$ cat src/rtl/bus_arb.sv
// Two-requester bus arbiter: per-port pending/holding registers, round-robin
// grant onto a single target bus, and an idle timeout that forces an error reply.
module bus_arb #(
  parameter int unsigned TIMEOUT = 1048575
) (
  input  logic        clk,
  input  logic        rst,
  input  logic [31:0] m0addr,
  input  logic [31:0] m0wdata,
  input  logic        m0wr,
  input  logic [3:0]  m0wstrb,
  input  logic        m0req,
  output logic [31:0] m0rdata,
  output logic        m0ack,
  output logic        m0err,
  input  logic [31:0] m1addr,
  input  logic [31:0] m1wdata,
  input  logic        m1wr,
  input  logic [3:0]  m1wstrb,
  input  logic        m1req,
  output logic [31:0] m1rdata,
  output logic        m1ack,
  output logic        m1err,
  output logic [31:0] outaddr,
  output logic [31:0] outwdata,
  output logic [3:0]  outwstrb,
  output logic        outwr,
  output logic        outreq,
  input  logic [31:0] outrdata,
  input  logic        outack,
  input  logic        outerr
);

  localparam int unsigned TW = (TIMEOUT > 0) ? $clog2(TIMEOUT + 1) : 1;

  typedef enum logic {IDLE, BUSY} state_e;

  typedef struct packed {
    logic [31:0] addr;
    logic [31:0] wdata;
    logic [3:0]  wstrb;
    logic        wr;
  } cmd_t;

  cmd_t           in_cmd [2];
  logic [1:0]     req;

  state_e         state_q, state_d;
  logic [1:0]     pend_q, pend_d;
  logic [1:0]     load, clr;
  cmd_t           hold_q [2];
  logic           last_q, last_d;
  logic           gnt_q, gnt_d;
  logic           sel;
  logic           done;
  logic [TW-1:0]  timer_q, timer_d;
  logic           outreq_q, outreq_d;
  cmd_t           out_q, out_d;
  logic [1:0]     ack_q, ack_d;
  logic [1:0]     err_q, err_d;
  logic [1:0][31:0] rdata_q, rdata_d;

  assign in_cmd[0] = '{addr: m0addr, wdata: m0wdata, wstrb: m0wstrb, wr: m0wr};
  assign in_cmd[1] = '{addr: m1addr, wdata: m1wdata, wstrb: m1wstrb, wr: m1wr};
  assign req       = {m1req, m0req};

  // NOTE: every signal driven here gets a default first; a branch that leaves
  // one unassigned would otherwise infer a latch.
  always_comb begin
    state_d  = state_q;
    timer_d  = timer_q;
    gnt_d    = gnt_q;
    last_d   = last_q;
    out_d    = out_q;
    outreq_d = 1'b0;
    ack_d    = 2'b00;
    err_d    = 2'b00;
    rdata_d  = rdata_q;
    sel      = 1'b0;
    done     = 1'b0;
    clr      = 2'b00;
    load     = 2'b00;
    pend_d   = pend_q;

    case (state_q)
      IDLE: begin
        if (|pend_q) begin
          // Both waiting: the port that did not complete last goes first.
          sel      = (&pend_q) ? ~last_q : pend_q[1];
          gnt_d    = sel;
          out_d    = hold_q[sel];
          outreq_d = 1'b1;
          timer_d  = TW'(TIMEOUT);
          state_d  = BUSY;
        end
      end
      BUSY: begin
        if (outack) begin
          done            = 1'b1;
          ack_d[gnt_q]    = 1'b1;
          err_d[gnt_q]    = outerr;
          rdata_d[gnt_q]  = outrdata;
        end else if (timer_q == '0) begin
          done            = 1'b1;
          ack_d[gnt_q]    = 1'b1;
          err_d[gnt_q]    = 1'b1;
          rdata_d[gnt_q]  = 32'h0;
        end else begin
          timer_d = timer_q - TW'(1);
        end
        if (done) begin
          clr[gnt_q] = 1'b1;
          last_d     = gnt_q;
          state_d    = IDLE;
        end
      end
      default: state_d = IDLE;
    endcase

    // A new request on the completing cycle re-arms the port instead of being lost.
    for (int n = 0; n < 2; n++) begin
      load[n]   = req[n] && (!pend_q[n] || clr[n]);
      pend_d[n] = load[n] || (pend_q[n] && !clr[n]);
    end
  end

  // NOTE: holding registers carry no reset; they are only ever read behind a
  // set pending flag, which is itself reset.
  always_ff @(posedge clk) begin
    for (int n = 0; n < 2; n++) begin
      if (load[n]) hold_q[n] <= in_cmd[n];
    end
  end

  // NOTE: sequential state uses non-blocking assignments only, so every
  // register samples the pre-edge value of every other register.
  always_ff @(posedge clk or posedge rst) begin
    if (rst) begin
      state_q  <= IDLE;
      pend_q   <= 2'b00;
      last_q   <= 1'b1;
      gnt_q    <= 1'b0;
      timer_q  <= '0;
      outreq_q <= 1'b0;
      out_q    <= '0;
      ack_q    <= 2'b00;
      err_q    <= 2'b00;
      rdata_q  <= '0;
    end else begin
      state_q  <= state_d;
      pend_q   <= pend_d;
      last_q   <= last_d;
      gnt_q    <= gnt_d;
      timer_q  <= timer_d;
      outreq_q <= outreq_d;
      out_q    <= out_d;
      ack_q    <= ack_d;
      err_q    <= err_d;
      rdata_q  <= rdata_d;
    end
  end

  assign outreq   = outreq_q;
  assign outaddr  = out_q.addr;
  assign outwdata = out_q.wdata;
  assign outwstrb = out_q.wstrb;
  assign outwr    = out_q.wr;
  assign m0ack    = ack_q[0];
  assign m1ack    = ack_q[1];
  assign m0err    = err_q[0];
  assign m1err    = err_q[1];
  assign m0rdata  = rdata_q[0];
  assign m1rdata  = rdata_q[1];

endmodule

$ cat config.mk
export PLATFORM = sky130hd
export DESIGN_NAME = bus_arb
export DESIGN_NICKNAME = d
export VERILOG_FILES = /design/src/rtl/bus_arb.sv
export SDC_FILE = /design/constraint.sdc
export NUM_CORES = 1
export LEC_CHECK = 0
export BUFFER_PORTS_ARGS = -buffer_cell sky130_fd_sc_hd__buf_4
export CAP_MARGIN = 20
export CORE_ASPECT_RATIO = 0.6
export CORE_MARGIN = 3
export CORE_UTILIZATION = 30
export DETAILED_ROUTE_END_ITERATION = 16
export SLEW_MARGIN = 10
export SYNTH_ARGS = -nofsm -noshare
export SYNTH_HDL_FRONTEND = slang
export SYNTH_SLANG_ARGS = --single-unit
$ cat constraint.sdc
create_clock -name clk -period 10.5 [get_ports clk]
set_input_delay 1.05 -clock clk [delete_from_list [all_inputs] [get_ports clk]]
set_output_delay 1.05 -clock clk [all_outputs]
set_load 0.005 [all_outputs]
==> results.ini, run 1 <==
[synth]
synth_area_per_cell_sq_um = 13.3
synthArstFlopShare_pct = 54.2
syn_area_sq_um = 11900
synth_area_leaders = edfxtp_1 35%, dfrtp_1 34%, mux2i_1 6.2%
yosysTopAreaCell = edfxtp_1
synth_edf_count = 138
synth_most_common_cell = dfrtp_1
netlist_top_cells_count = 162 x dfrtp_1, 138 x edfxtp_1, 102 x o21ai_0
ys_ff_latch = 301
syn_inst = 895
yosysWarningCount = 0
synthesis.nets = 1072
yosys.area.top_type_share_pct = 34.9
ys.flop_type = dfrtp_1
seq_area_frac_synth_pct = 69.3
yosysUniqueCellTypes = 49

[setup_path]
critPathKind = reg -> reg
crit_fanout = 69
cp_slowest_cell = buf_4
worstSetupEndpointType = flop
crit_family = simple AND/OR/NAND/NOR gates
crit_arrival_ps = 3860
path_cells = or4_1, nor4_2, a21oi_1, o22ai_4, buf_4
crit_required_ps = 10680
max_stage_delay_ps = 730
start_kind = flop
worst-path-buf-inv = 1

[hold_path]
worstHoldPathType = reg -> reg

[place]
dp_hpwl_mm = 21.3
dp.cells = 1683
place_congestion = 0.812
portBuffers = 313

[global_route]
grt_pass1_vias = 8367
antenna_found_initial = 0
grt_max_degree = 93
grt_pass1_wl_mm = 49.8
overflow = 0
grt_usage_pct = 14.9

[detailed_routing]
wl_per_cell_um = 18.5
dr.pass1.iters = 5
totalWireLength_mm = 32.2
routed_via_density = 4.65
ant_nets = 0
drcViolationCount = 0
vias = 8104
drt_iter0_markers = 628

[sta]
slew-limit-headroom_pct = 26.7
tightest_slew_ps = 1100
hold_violations = 0
rsz0062_at_grt = false
slew_viol_final = 0
period_share_pct = 35.1
fin_skew_ps = 16.8
min_period_ps = 3680
setup_violations = 0
fmaxAchievable_ghz = 0.272
setup-tns-final_ps = 0

[power]
p_clk_share_pct = 24.4
switching_share_pct = 33.6
p_seq_share_pct = 41.7
internal_power_w = 0.00294
power_frac_comb_pct = 33.9
switchingPower_w = 0.00149
p_per_area_nw_per_um2 = 281
vdd_drop_max_mv = 0.125
leakage_nw = 6.80

[finish]
drive_gt1_share_pct = 35.1
finalNonFillerCells = 1741
fillers = 3601
syn_to_final_growth_pct = 32.6
finalNetCount = 1380

[clock_tree]
cts_root_buf = clkbuf_16
cts.reportedPaths.clkPinSlew_ps = 70
holdBufCountCts = 0
cts_tree = done
htree_levels = 1
numCtsBuffers = 30
clock_latency_ps = 570
cts_resized = 0
cts_buffer_depth = 3
post-cts-setup-buffer-count = 0
cts_sinks = 301

[floorplanning]
io_pins = 314
core_area_sq_um = 38300
rows = 55
die_w_um = 263
initial_core_util_pct = 30.9
dieArea_sq_um = 42000
dieHeight_um = 160

[run_status]
status = complete, no violations

[run]
maxCapViolCount = 0

cells in the final DEF, fill, tap and decap left out, drive strengths merged, types with 2 or more instances in the layout:
| master | n |
|---|---|
| bufinv | 2 |
| a31oi | 2 |
| or4 | 8 |
| nor2 | 18 |
| clkinv | 15 |
| nand2 | 81 |
| dfrtp | 162 |
| nand3 | 9 |
| or4b | 2 |
| and2 | 4 |
| nor3 | 5 |
| clkinvlp | 2 |
| edfxtp | 138 |
| or2 | 2 |
| o211ai | 2 |
| a2111oi | 2 |
| o22ai | 3 |
| buf | 325 |
| inv | 75 |
| clkbuf | 38 |
| a21oi | 8 |
| o21ai | 143 |
| a22oi | 64 |
| nor4b | 2 |
| nor4 | 8 |
| mux2i | 74 |
| or3 | 4 |
| nor2b | 3 |
| a21o | 2 |
| o31ai | 8 |
| nand2b | 4 |
power by group through the flow:
stage | clock network [W] | registers [W] | logic, W
floorplan | 0 | 0.00184 | 0.000801
global placement | 0 | 0.00185 | 0.00150
detailed placement | 0 | 0.00186 | 0.00154
CTS | 0.00112 | 0.00185 | 0.00154
global route | 0.00117 | 0.00189 | 0.00166
finish | 0.00108 | 0.00185 | 0.00150
metrics by stage:
stage | instance area [sq um] | setup slack (ps) | hold slack [ps] | util (%) | power [W]
after floorplan | 11900 | 4810 | 469 | - | 0.00264
after global placement | 14700 | 6990 | 463 | 38.4 | 0.00335
after detailed placement | 14700 | 6840 | 473 | 38.4 | 0.00340
after CTS | 15700 | 6820 | 487 | 41.0 | 0.00450
after global routing | 15700 | 6630 | 504 | 41.0 | 0.00472
final | 15700 | 6820 | 481 | 41.1 | 0.00442
cell type report:
type	count	area [sq um]	share of cell area (%)
Clock buffer	37	807	5.13
Sequential cell	301	8220	52.3
Antenna cell	1	2.50	0.0159
Multi-Input combinational cell	469	3130	19.9
Tap cell	513	642	4.08
Clock inverter	19	184	1.17
Inverter	75	287	1.82
Timing Repair Buffer	326	2460	15.6
worst reg2reg max path, stage by stage (launching register included):
cell and delay (ps):
dfrtp_1 430, or4_1 710, nor4_2 660, a21oi_1 400
o22ai_4 200, buf_4 730
logic make-up (layout without fill, tap and decap cells):
kind of cell / after synthesis / count (layout) / share of synthesized area (%)
flops: 301 / 301 / 69.3
compound gates: 241 / 241 / 13.4
simple gates: 153 / 153 / 6.15
buf+inv: 125 / 457 / 4.74
mux: 74 / 74 / 6.24
fa+ha+maj: 1 / 1 / 0.105
other cells: 0 / 1 / 0
worst paths after layout:
check	from	endpoint	slack [ps]	cells past startpoint
worst max-delay path	timer_q[14]	hold_q[1][62]	6820	5
worst min-delay path	outwdata[19]	outwdata[19]	480	2
worst max register to register	timer_q[14]	hold_q[1][62]	6820	5
worst min register to register	outwdata[19]	outwdata[19]	480	2
max in group asynchronous	rst	m1rdata[21]	8330	3
min in group asynchronous	rst	m1rdata[17]	640	2
sequential cells by signal, summed over array words and instances (netlist names), 4 cells and up:
name and count:
hold_q 138, outwstrb 4, outwdata 32, m1rdata 32, m0rdata 32, timer_q 20
outaddr 32
routing by layer:
metal,track usage [%],vias to the layer above,part of all wire (%)
met3,4.84,57,7.6
met5,0,-,0
met1,19.7,3945,44
li1,-,3855,-
met4,4.48,0,3.0
met2,23.5,247,46
Power figures use the tool's default switching activity.
==> run 2, diff against run 1 <==
- clock period: 10.5 -> 3.05 ns (I/O delays scaled with it)
==> run 2 against run 1 <==
  * Wire length is 2.1% higher
  * Non-clock buffer count increased by 180
  * Via count is 7.5% higher
  * Die area unchanged
  * Global-route usage rose by 0.40 points
  * Clock skew is 11 ps higher
  * First-iteration DRC count decreased by 8.0%
  * Register-to-register slack worse by 6400 ps
  * Total power rose to 3.5 times the previous value
  * Sequential power grew to 3.4 times the previous value
  * Clock-buffer cell count grew 3
  * Critical path type unchanged
  * Critical endpoint is now hold_q[1][11]
  * Largest cell class unchanged
==> results.ini, run 2 (synthesized netlist as in run 1, its figures left out) <==
[global_route]
grt_max_degree = 155
grt_pass1_wl_mm = 52.0
antenna_found_initial = 1
grt_usage_pct = 15.3
grt_pass1_vias = 8967
overflow = 0

[floorplanning]
die_w_um = 263
dieHeight_um = 160
rows = 55
dieArea_sq_um = 42000
io_pins = 314
core_area_sq_um = 38300
initial_core_util_pct = 30.9

[finish]
largest_reg_flops = 138
fillers = 3396
layout_common_cells = 324 x buf_4, 172 x dlygate4sd3_1, 162 x dfrtp_1
drive_gt1_share_pct = 31.2
final_common_cell = buf_4
finalNetCount = 1560
finalNonFillerCells = 1921
top_register = hold_q
syn_to_final_growth_pct = 48.7
design_area_sq_um = 17600

[clock_tree]
cts_tree = done
cts_sinks = 301
cts_resized = 0
cts_buffer_depth = 3
numCtsBuffers = 30
cts_root_buf = clkbuf_16
clock_latency_ps = 590
post-cts-setup-buffer-count = 0
htree_levels = 1
cts.reportedPaths.clkPinSlew_ps = 60
holdBufCountCts = 172

[detailed_routing]
dr.pass1.iters = 5
wl_per_cell_um = 17.1
routed_via_density = 4.53
vias = 8711
drt_iter0_markers = 578
drcViolationCount = 0
totalWireLength_mm = 32.9
ant_nets = 0

[place]
placed_area_sq_um = 14900
place_congestion = 0.805
dp.cells = 1692
portBuffers = 313
dp_hpwl_mm = 20.8

[sta]
hold_violations = 0
min_period_ps = 2630
setup_violations = 0
fin_skew_ps = 27.6
slew-limit-headroom_pct = 46.0
whs_ps = 41.2
rsz0062_at_grt = false
slew_viol_final = 0
tightest_slew_ps = 798
fmaxAchievable_ghz = 0.380
period_share_pct = 86.3

[power]
vdd_drop_max_mv = 0.640
p_per_area_nw_per_um2 = 872
leakage_nw = 7.60

[setup_path]
critPathKind = reg -> reg
crit_arrival_ps = 2900
crit_required_ps = 3320
start_kind = flop
worstSetupEndpointType = flop
crit_fanout = 37

[run]
maxCapViolCount = 0

[hold_path]
worstHoldPathType = in -> reg

[run_status]
status = complete, no violations

[run 2: cell types whose count changed in the layout (fill, tap and decap cells not counted), moves of 2 or more]
cell	before	now
buf_12	1	10
clkbuf_1	4	8
clkinv_1	4	2
clkinv_2	6	9
clkinv_4	3	1
clkinv_8	2	0
dlygate4sd3_1	0	172
[run 2: layout make-up]
type / instances / area (sq um) / share of cell area (%)
antenna: 1 / 2.50 / 0.0142
timing repair buffer: 506 / 4350 / 24.7
clock inverter: 16 / 164 / 0.929
tap: 513 / 642 / 3.64
sequential: 301 / 8220 / 46.6
clock buffer: 40 / 808 / 4.58
inverter: 75 / 285 / 1.62
multi-input combinational: 469 / 3150 / 17.9
[run 2: layer usage]
| layer | track usage, % | up-vias | wire length [um] |
|---|---|---|---|
| met4 | 3.52 | 0 | 693 |
| met1 | 21.3 | 4165 | 14800 |
| met2 | 23.8 | 294 | 14900 |
| li1 | - | 4208 | - |
| met3 | 4.50 | 44 | 2470 |
| met5 | 0 | - | 0 |
[run 2: critical path: stages (launching register included)]
cell     delay (ps)
dfrtp_1         410
or4_1           700
nor4_4          530
a21oi_4         180
o22ai_4         200
buf_12          280
[run 2: path summary, 6_finish.rpt]
| check | start | endpoint | slack, ps | depth (start not counted) |
|---|---|---|---|---|
| setup / recovery | timer_q[15] | hold_q[1][11] | 420 | 5 |
| hold / removal | m1req | pend_q[1] | 40 | 3 |
| setup reg to reg | timer_q[15] | hold_q[1][11] | 420 | 5 |
| hold reg to reg | outwstrb[3] | outwstrb[3] | 480 | 2 |
| max in group asynchronous | rst | outaddr[10] | 2120 | 4 |
| min in group asynchronous | rst | outaddr[2] | 430 | 4 |
[run 2: per-stage QoR]
| step | util, % | power [W] | setup TNS [ps] | setup WS, ps |
|---|---|---|---|---|
| final | 46.0 | 0.0154 | 0 | 419 |
| after global routing | 46.0 | 0.0164 | 0 | 266 |
| after CTS | 46.0 | 0.0156 | 0 | 411 |
| after detailed placement | 39.0 | 0.0117 | 0 | 407 |
| after global placement | 39.0 | 0.0116 | 0 | 455 |
| after floorplan | - | 0.00907 | -16110 | -117 |
[run 2: where the power goes]
part / switching [W] / internal (W)
Combinational: 0.00271 / 0.00268
Sequential: 0.000767 / 0.00557
Clock: 0.00161 / 0.00205
